**src/rtl/rx_frame_pkg.sv**
```systemverilog
// Shared types and constants for the UART command-frame receiver.
package rx_frame_pkg;

    typedef enum logic [2:0] {
        ST_IDLE    = 3'd0,
        ST_OP      = 3'd1,
        ST_PAYLOAD = 3'd2,
        ST_CHECK   = 3'd3,
        ST_HOLD    = 3'd4
    } rx_state_t;

    localparam logic [1:0] ERR_CHECKSUM = 2'd0;
    localparam logic [1:0] ERR_FRAMING  = 2'd1;
    localparam logic [1:0] ERR_TIMEOUT  = 2'd2;
    localparam logic [1:0] ERR_OVERRUN  = 2'd3;

    localparam logic [7:0] DEFAULT_SYNC_BYTE = 8'hA5;

    function automatic logic [7:0] sat_inc8(input logic [7:0] v);
        logic [7:0] r;
        if (v == 8'hFF) begin
            r = v;
        end else begin
            r = v + 8'd1;
        end
        return r;
    endfunction

endpackage

```
**src/rtl/rx_frame_timer.sv**
```systemverilog
// Inter-byte watchdog: counts while enabled, cleared on each byte or when idle.
module rx_frame_timer #(
    parameter int unsigned TIMEOUT_CYCLES = 50000
) (
    input  logic clk,
    input  logic rst,
    input  logic clear,
    input  logic enable,
    output logic expired
);

    localparam int TW = $clog2(TIMEOUT_CYCLES) + 1;
    localparam logic [TW-1:0] LIMIT = TW'(TIMEOUT_CYCLES - 1);

    logic [TW-1:0] count_r;

    // Count cycles since the last byte; park at the limit so the counter never wraps.
    always_ff @(posedge clk or posedge rst) begin
        if (rst) begin
            count_r <= '0;
        end else if (clear || !enable) begin
            count_r <= '0;
        end else if (count_r != LIMIT) begin
            count_r <= count_r + TW'(1);
        end
    end

    assign expired = enable && (count_r == LIMIT);

endmodule

```
**src/rtl/rx_frame_ctrl.sv**
```systemverilog
// Assembles SYNC/opcode/payload/checksum byte frames into a held command.
// Optional RX_FRAME_STATS_EN builds saturating frame/error counters.
module rx_frame_ctrl
    import rx_frame_pkg::*;
#(
    parameter int unsigned PAYLOAD_BYTES  = 4,
    parameter int unsigned TIMEOUT_CYCLES = 50000,
    parameter logic [7:0]  SYNC_BYTE      = DEFAULT_SYNC_BYTE
) (
    input  logic                       clk,
    input  logic                       rst,
    input  logic                       rx_done,
    input  logic                       rx_valid,
    input  logic [7:0]                 rx_data,
    input  logic                       cmd_ready,
    output logic                       cmd_valid,
    output logic [7:0]                 cmd_op,
    output logic [8*PAYLOAD_BYTES-1:0] cmd_payload,
    output logic                       busy,
    output logic                       err_pulse,
    output logic [1:0]                 err_code,
    output logic [7:0]                 stat_frames,
    output logic [7:0]                 stat_errors
);

    localparam int IW = $clog2(PAYLOAD_BYTES) + 1;
    localparam logic [IW-1:0] LAST_IDX = IW'(PAYLOAD_BYTES - 1);

    rx_state_t     state_r;
    logic [IW-1:0] idx_r;
    logic [7:0]    xor_r;

    logic          tmr_en_s;
    logic          tmr_expired_s;
    logic          frame_err_s;
    logic [1:0]    frame_err_code_s;
    logic          overrun_s;
    logic          handshake_s;
    logic          err_event_s;

    assign tmr_en_s    = (state_r == ST_OP) || (state_r == ST_PAYLOAD) || (state_r == ST_CHECK);
    assign overrun_s   = (state_r == ST_HOLD) && rx_done;
    assign handshake_s = cmd_valid && cmd_ready;
    assign err_event_s = frame_err_s || overrun_s;

    rx_frame_timer #(
        .TIMEOUT_CYCLES(TIMEOUT_CYCLES)
    ) u_timer (
        .clk    (clk),
        .rst    (rst),
        .clear  (rx_done),
        .enable (tmr_en_s),
        .expired(tmr_expired_s)
    );

    // Classify in-frame errors; a byte arriving on the expiry cycle wins over the timeout.
    always_comb begin
        frame_err_s      = 1'b0;
        frame_err_code_s = ERR_CHECKSUM;
        case (state_r)
            ST_OP, ST_PAYLOAD, ST_CHECK: begin
                if (rx_done) begin
                    if (!rx_valid) begin
                        frame_err_s      = 1'b1;
                        frame_err_code_s = ERR_FRAMING;
                    end else if ((state_r == ST_CHECK) && (rx_data != xor_r)) begin
                        frame_err_s      = 1'b1;
                        frame_err_code_s = ERR_CHECKSUM;
                    end else begin
                        frame_err_s      = 1'b0;
                    end
                end else if (tmr_expired_s) begin
                    frame_err_s      = 1'b1;
                    frame_err_code_s = ERR_TIMEOUT;
                end else begin
                    frame_err_s      = 1'b0;
                end
            end
            default: begin
                frame_err_s      = 1'b0;
                frame_err_code_s = ERR_CHECKSUM;
            end
        endcase
    end

    // Frame FSM with registered command, busy and error outputs.
    always_ff @(posedge clk or posedge rst) begin
        if (rst) begin
            state_r     <= ST_IDLE;
            idx_r       <= '0;
            xor_r       <= 8'd0;
            cmd_valid   <= 1'b0;
            cmd_op      <= 8'd0;
            cmd_payload <= '0;
            busy        <= 1'b0;
            err_pulse   <= 1'b0;
            err_code    <= ERR_CHECKSUM;
        end else begin
            err_pulse <= err_event_s;
            if (frame_err_s) begin
                err_code <= frame_err_code_s;
            end else if (overrun_s) begin
                err_code <= ERR_OVERRUN;
            end

            if (frame_err_s) begin
                state_r <= ST_IDLE;
                busy    <= 1'b0;
            end else begin
                case (state_r)
                    ST_IDLE: begin
                        if (rx_done && rx_valid && (rx_data == SYNC_BYTE)) begin
                            state_r <= ST_OP;
                            busy    <= 1'b1;
                        end
                    end
                    ST_OP: begin
                        if (rx_done) begin
                            cmd_op  <= rx_data;
                            xor_r   <= rx_data;
                            idx_r   <= '0;
                            state_r <= ST_PAYLOAD;
                        end
                    end
                    ST_PAYLOAD: begin
                        if (rx_done) begin
                            for (int i = 0; i < int'(PAYLOAD_BYTES); i++) begin
                                if (idx_r == IW'(i)) begin
                                    cmd_payload[8*i +: 8] <= rx_data;
                                end
                            end
                            xor_r <= xor_r ^ rx_data;
                            idx_r <= idx_r + IW'(1);
                            if (idx_r == LAST_IDX) begin
                                state_r <= ST_CHECK;
                            end
                        end
                    end
                    ST_CHECK: begin
                        if (rx_done) begin
                            state_r   <= ST_HOLD;
                            cmd_valid <= 1'b1;
                        end
                    end
                    ST_HOLD: begin
                        if (handshake_s) begin
                            state_r   <= ST_IDLE;
                            busy      <= 1'b0;
                            cmd_valid <= 1'b0;
                        end
                    end
                    default: begin
                        state_r   <= ST_IDLE;
                        busy      <= 1'b0;
                        cmd_valid <= 1'b0;
                    end
                endcase
            end
        end
    end

`ifdef RX_FRAME_STATS_EN
    logic [7:0] frames_r;
    logic [7:0] errors_r;

    // Saturating delivered-frame and error-event counters.
    always_ff @(posedge clk or posedge rst) begin
        if (rst) begin
            frames_r <= 8'd0;
            errors_r <= 8'd0;
        end else begin
            if (handshake_s) begin
                frames_r <= sat_inc8(frames_r);
            end
            if (err_event_s) begin
                errors_r <= sat_inc8(errors_r);
            end
        end
    end

    assign stat_frames = frames_r;
    assign stat_errors = errors_r;
`else
    assign stat_frames = 8'd0;
    assign stat_errors = 8'd0;
`endif

endmodule

```
**config.mk**
```make
export PLATFORM = sky130hd
export DESIGN_NAME = rx_frame_ctrl
export DESIGN_NICKNAME = d
export VERILOG_FILES = /design/src/rtl/rx_frame_pkg.sv /design/src/rtl/rx_frame_timer.sv /design/src/rtl/rx_frame_ctrl.sv
export SDC_FILE = /design/constraint.sdc
export NUM_CORES = 1
export LEC_CHECK = 0
export ABC_AREA = 1
export ABC_CLOCK_PERIOD_IN_PS = 2800
export BUFFER_PORTS_ARGS = -buffer_cell sky130_fd_sc_hd__buf_2
export CORE_MARGIN = 5
export CORE_UTILIZATION = 55
export DETAILED_ROUTE_END_ITERATION = 8
export GPL_ROUTABILITY_DRIVEN = 0
export HOLD_SLACK_MARGIN = 0.1
export PLACE_DENSITY = 0.83
export RECOVER_POWER = 50
export SLEW_MARGIN = 20
export SYNTH_ARGS = -nofsm -noshare
export SYNTH_HDL_FRONTEND = slang
export SYNTH_SLANG_ARGS = --single-unit
```
**constraint.sdc**
```tcl
create_clock -name clk -period 2.8 [get_ports clk]
set_input_delay 0 -clock clk [delete_from_list [all_inputs] [get_ports clk]]
set_output_delay 0 -clock clk [all_outputs]
set_load 0.03 [all_outputs]
```
## Word level (Yosys, flattened, before mapping)

Index checks and enable logic that the tools add are counted.

- Add/sub/neg operators: 2
- Equal/unequal tests: 22
- Muxes and demuxes: 33
- Bitwise operators: 3
- Reduce and logical (&&, ||, !) cells: 27

Operators with widths:

| kind | number |
|---|---|
| $mux W17 | 2 |
| $mux W3 | 9 |
| $reduce_and A4 Y1 | 6 |
| $add A17 B1 Y17 const B | 1 |
| $eq A17 B16 Y1 const B | 1 |
| $ne A17 B16 Y1 const B | 1 |
| $mux W8 | 2 |
| $pmux W8 S2 | 1 |
| $ne A3 B3 Y1 const B | 5 |
| $pmux W3 S5 | 1 |
| $eq A3 B2 Y1 const B | 4 |
| $mux W1 | 10 |
| $mux W2 | 5 |
| $eq A8 B8 Y1 const B | 1 |
| $ne A2 B2 Y1 const B | 4 |
| $ne A8 B8 Y1 | 1 |
| $xor A8 B8 Y8 | 1 |
| $eq A3 B1 Y1 const B | 2 |
| $logic_and A1 B1 Y1 | 6 |
| $logic_not A3 Y1 | 2 |
| $pmux W1 S3 | 2 |
| $pmux W3 S2 | 1 |
| $reduce_and A3 Y1 | 2 |
| $reduce_and A6 Y1 | 1 |
| other kinds (9) | 16 |

- Register bits: 76
- Bits of input ports: 13
- Output and inout bits: 61
- Word-level logic and storage cells: 100

## Depth between registers and ports, before layout

- Depth after elaboration: 9
- Depth in mapped cells: 15
- Mapped depth without buffers: 13

## By module

A second synthesis with hierarchy kept.

- Cells, all modules: 558
- Area, all modules: 4284.1 um^2

Modules (own cells, without submodules):

| module | instances | cells an instance | area an instance (um^2) | sequential area each (um^2) |
|---|---|---|---|---|
| rx_frame_ctrl | 1 | 402 | 3223.1 | 1476.4 |
| rx_frame_timer | 1 | 156 | 1061.0 | 425.4 |

## Worst setup path after synthesis

OpenSTA, ideal clock, no wires.

- Path type: register to register
- From: register u_timer.count_r[0]
- To: register cmd_op[0]
- Setup time: 0.118 ns
- Arrival: 1.509 ns
- Data required time: 2.682 ns
- Slack: 1.174 ns
- Stages on the path, launching flop included: 13
- Buffers on the path: 2
- Clock period less this slack: 1.626 ns
- Cell sequence: dfrtp_1 > ha_1 > inv_1 > nor2_4 > nand4_1 > nor2_1 > nand2_1 > nand2_2 > nand3_4 > buf_12 > buf_6 > nand4_1 > nand2_1

- Word-level cells in the longest chain between the ends: 7

RTL lines:

| what | RTL line | RTL |
|---|---|---|
| start: declaration | rx_frame_timer.sv:15 | `logic [TW-1:0] count_r;` |
| start signal: assignment | rx_frame_timer.sv:24 | `count_r <= count_r + TW'(1);` |
| $eq A17 B16 Y1 | rx_frame_timer.sv:28 | `assign expired = enable && (count_r == LIMIT);` |
| $logic_and A1 B1 Y1 | rx_frame_timer.sv:28 |  |
| $mux W1 | rx_frame_ctrl.sv:72 | `end else if (tmr_expired_s) begin` |
| $mux W1 | rx_frame_ctrl.sv:62 | `if (rx_done) begin` |
| $mux W1 | rx_frame_ctrl.sv:60 | `case (state_r)` |
| $not A1 Y1 (no source line) | - |  |
| $reduce_and A3 Y1 (no source line) | - |  |
| end signal: assignment | rx_frame_ctrl.sv:119 | `cmd_op <= rx_data;` |
| end: declaration | rx_frame_ctrl.sv:17 | `output logic [7:0] cmd_op,` |

Every way passes these cells.
A chain may end at the register's enable or synchronous reset.

## Worst setup path in the final report

- From: register u_timer.count_r[0]
- To: register cmd_payload[18]

- Word-level cells in the longest chain between the ends: 7

RTL lines:

| what | RTL line | RTL |
|---|---|---|
| $eq A17 B16 Y1 | rx_frame_timer.sv:28 |  |
| $logic_and A1 B1 Y1 | rx_frame_timer.sv:28 |  |
| $mux W1 | rx_frame_ctrl.sv:72 |  |
| $mux W1 | rx_frame_ctrl.sv:62 |  |
| $mux W1 | rx_frame_ctrl.sv:60 |  |
| $not A1 Y1 (no source line) | - |  |
| $reduce_and A4 Y1 (no source line) | - |  |
| end signal: indexed assignment | rx_frame_ctrl.sv:129 | `cmd_payload[8*i +: 8] <= rx_data;` |
| end: declaration | rx_frame_ctrl.sv:18 | `output logic [8*PAYLOAD_BYTES-1:0] cmd_payload,` |

Every way passes these cells.

==> impl_metrics.toml <==
[drt]
detail_route.drc_violations = 0
post_drt_wl_per_cell_um = 14.8
met3_wirelength_um = 834
drtPass1Iterations = 5
route.top_layer_used = "met4"
route.layer.met1.wl_um = 4130
dr.first_iter.drc_count = 310
route.met2.wl_um = 4810
route.final.wire_length_um = 10100
routed-via-count = 3778
route.antenna.remaining_nets = 0
number_of_vias_per_cell = 5.52

[floorplanning]
floorplan.die.width_um = 96.3
floorplan.die_area_um2 = 9270
floorplan.core_area_um2 = 7250
start_util_pct = 56.4
num_rows = 31
die_h_um = 96.3
design.portCount = 74

[clock_tree]
cts_num_sinks = 76
max-clock-path-buffers = 2
clkTransAtPathRegs_ns = 0.09
cts_root_buffer_type = "clkbuf_8"
total_clock_buffers_created_by_cts = 9
cts-htree-levels = 3
buffers_inserted_during_post_cts_setup_optimization = 0
cts_tree = "built"
clock_latency_on_the_worst_skew_pair_ns = 0.36

[power]
irDropWorstVdd_mv = 0.252
pwr_density_nw_per_um2 = 460
power.leakage_nw = 2.31

[yosys]
synth_enable_flop_cells = 0
synth_cell_type_count = 32
synth_xor_xnor_area_share_pct = 0.642
syn-instance-count = 525
synth_seq_cells = 76
ys_seq_area_share_pct = 46.5
synthAdderAreaFrac_pct = 1.83
ys_warn_count = 0
synth_simple_gate_area_share_pct = 34.5
synth_top_flop_cell = "dfrtp_1"
synth_top_family_by_area = "simple AND/OR/NAND/NOR gates"
async_reset_ff_share_pct = 100
complex_gate_fraction_of_the_synthesized_area_pct = 4.25
mux_contribution_to_synthesized_area_pct = 0
post_synth_instance_area_um2 = 4090
post_synth.cell_area_avg_um2 = 7.80

[finish]
syn2layout_area_growth_pct = 11.7
fillerInstances = 625
seqCellArea_um2 = 1900
final_cell_mix = "nand2_1, dfrtp_1, nand4_1"
antenna_diode_instance_count = 0
drive_above_1_share_pct = 8.53
final_nets = 600
layout.cells.most_common = "nand2_1"
multiInputGateArea_um2 = 1750

[grt]
overflow = 0
antenna_found_initial = 0
grt_pass1_vias = 3427
global_route_wire_length_before_repair_um = 16100
maximum_number_of_pins_on_one_net_before_global_route_repair = 77
gr-usage-all-layers_pct = 22.5

[setup_path]
reg2reg_setup_slack_ns = 0.66
criticalPathCategory = "reg -> reg"
crit_required_ns = 3.05
end_kind = "flop"
setup.worst_path.end = "cmd_payload[18]$_DFFE_PP0P_"
setup_crit_start = "u_timer.count_r[0]$_DFFE_PP0P_"
regToRegEndpoint = "cmd_payload[18]$_DFFE_PP0P_"
worst_r2r_startpoint = "u_timer.count_r[0]$_DFFE_PP0P_"
worstSetupStartpointType = "flop"
worst_r2r_path_cells = 12
cp.arrival_ns = 2.40
crit_path_max_fanout = 51

[timing]
slew_violations = 77
slew-limit-headroom_pct = -22.4
setup_repair_after_global_routing_missed_its_margin = "false"
final_report_setup_violation_count = 0
summed_negative_setup_slack_over_all_endpoints_ns = 0
fin_crit_sh_pct = 76.6
whs_ns = 0.228
worst_pin_slew_ns = 1.84
fin_worst_skew_ns = 0.0160
max_freq_ghz = 0.466
hold_viol = 0
layout_min_cycle_time_ns = 2.14

[placement]
hpwl_um = 6590
place.port_buffers = 57

[worst_hold_path]
worstHoldPathType = "in -> reg"
hold-path-cell-count = 3

[run]
maxCapViolations = 1

[status]
failing_checks = "capacitance limit, slew limit"
run_status = "finished with violations"
## logic make-up after synthesis
| family | Yosys count |
|---|---|
| xor gates and xnor gates | 3 |
| adders and majority gates | 6 |
| and+or+nand+nor | 309 |
| DFF | 76 |
| AOI/OAI and AO/OA | 32 |
| other | 1 |
| buffers and inverters | 98 |
## flip-flops by register name, indices dropped and copies added, names as in the netlist
name / cells
cmd_payload: 32
xor_r: 8
idx_r: 3
err_code: 2
state_r: 3
u_timer.count_r: 17
cmd_valid: 1
cmd_op: 8
err_pulse: 1
busy: 1
## cell usage after synthesis (3+ instances only)
library cell  count  share of area (%)
buf_4            17                3.1
nor2_2            5               0.76
nor4_1            3               0.46
dfrtp_1          76                 46
nor3_1            5               0.61
nand2_1         180                 17
o21ai_0          15                1.8
buf_6             5                1.4
a21oi_1          12                1.5
ha_1              6                1.8
nor2_1           34                3.1
inv_1            51                4.7
buf_2            11                1.3
nand3_1          11                1.3
nand3_2           5                1.2
nand2_2           3               0.46
clkbuf_1          4               0.37
buf_1             5               0.46
nand4_1          60                9.2
## how the worst min path moves through the flow
stage	from	end
6_report	rx_done	cmd_payload[15]$_DFFE_PP0P_
5_1_grt	rx_done	cmd_payload[1]$_DFFE_PP0P_
4_1_cts	rx_done	cmd_payload[15]$_DFFE_PP0P_
3_5_place_dp	rx_valid	err_code[0]$_DFFE_PP0P_
3_3_place_gp	rx_valid	err_code[0]$_DFFE_PP0P_
2_1_floorplan	rx_valid	err_code[0]$_DFFE_PP0P_
## where the power goes
part	internal, W	switching (W)
clock network	0.000425	0.000451
registers	0.00110	0.000000271
logic	0.0000266	0.000105
total	0.00155	0.000556
## stage by stage
stage	power, W	utilization [%]	cell area (µm²)	cells	setup slack, ns
after global routing	0.00218	63.1	4570	685	0.431
after CTS	0.00211	63.9	4630	685	0.701
after global placement	0.00123	59.5	4320	658	0.815
final	0.00211	63.1	4570	685	0.655
after floorplan	0.00123	-	4150	540	0.862
after detailed placement	0.00124	59.5	4320	658	0.718
## cell type report
| class | count | share of cell area (%) |
|---|---|---|
| inverters | 55 | 4.51 |
| clock inverters | 7 | 1.81 |
| flip-flops and latches | 76 | 41.6 |
| well taps | 99 | 2.71 |
| clock buffers | 9 | 2.71 |
| repair buffers | 73 | 8.45 |
| multi-input cells | 366 | 38.2 |
## what timing repair did
action / 4_1_cts / 5_1_grt
endpoints found under the hold margin: 119 / 0
hold buffers: 11 / 0
resized for setup: 0 / 0
## metal layers
layer / GRT usage [%] / vias up
met1: 28.4 / 1776
met2: 36.1 / 173
met5: 0 / -
met3: 5.79 / 38
met4: 10.4 / 0
li1: - / 1791
## worst max-delay path: stages (launching register included)
cell	delay [ns]
dfrtp_1	0.40
ha_1	0.24
inv_1	0.10
nor2_4	0.06
nand4_1	0.08
nor2_1	0.05
nand2_1	0.11
nand2_2	0.09
nand3_4	0.20
buf_12	0.26
nand3_2	0.21
nand2_1	0.15
nand2_1	0.08
Note: power is estimated with default switching activity, not from simulation.
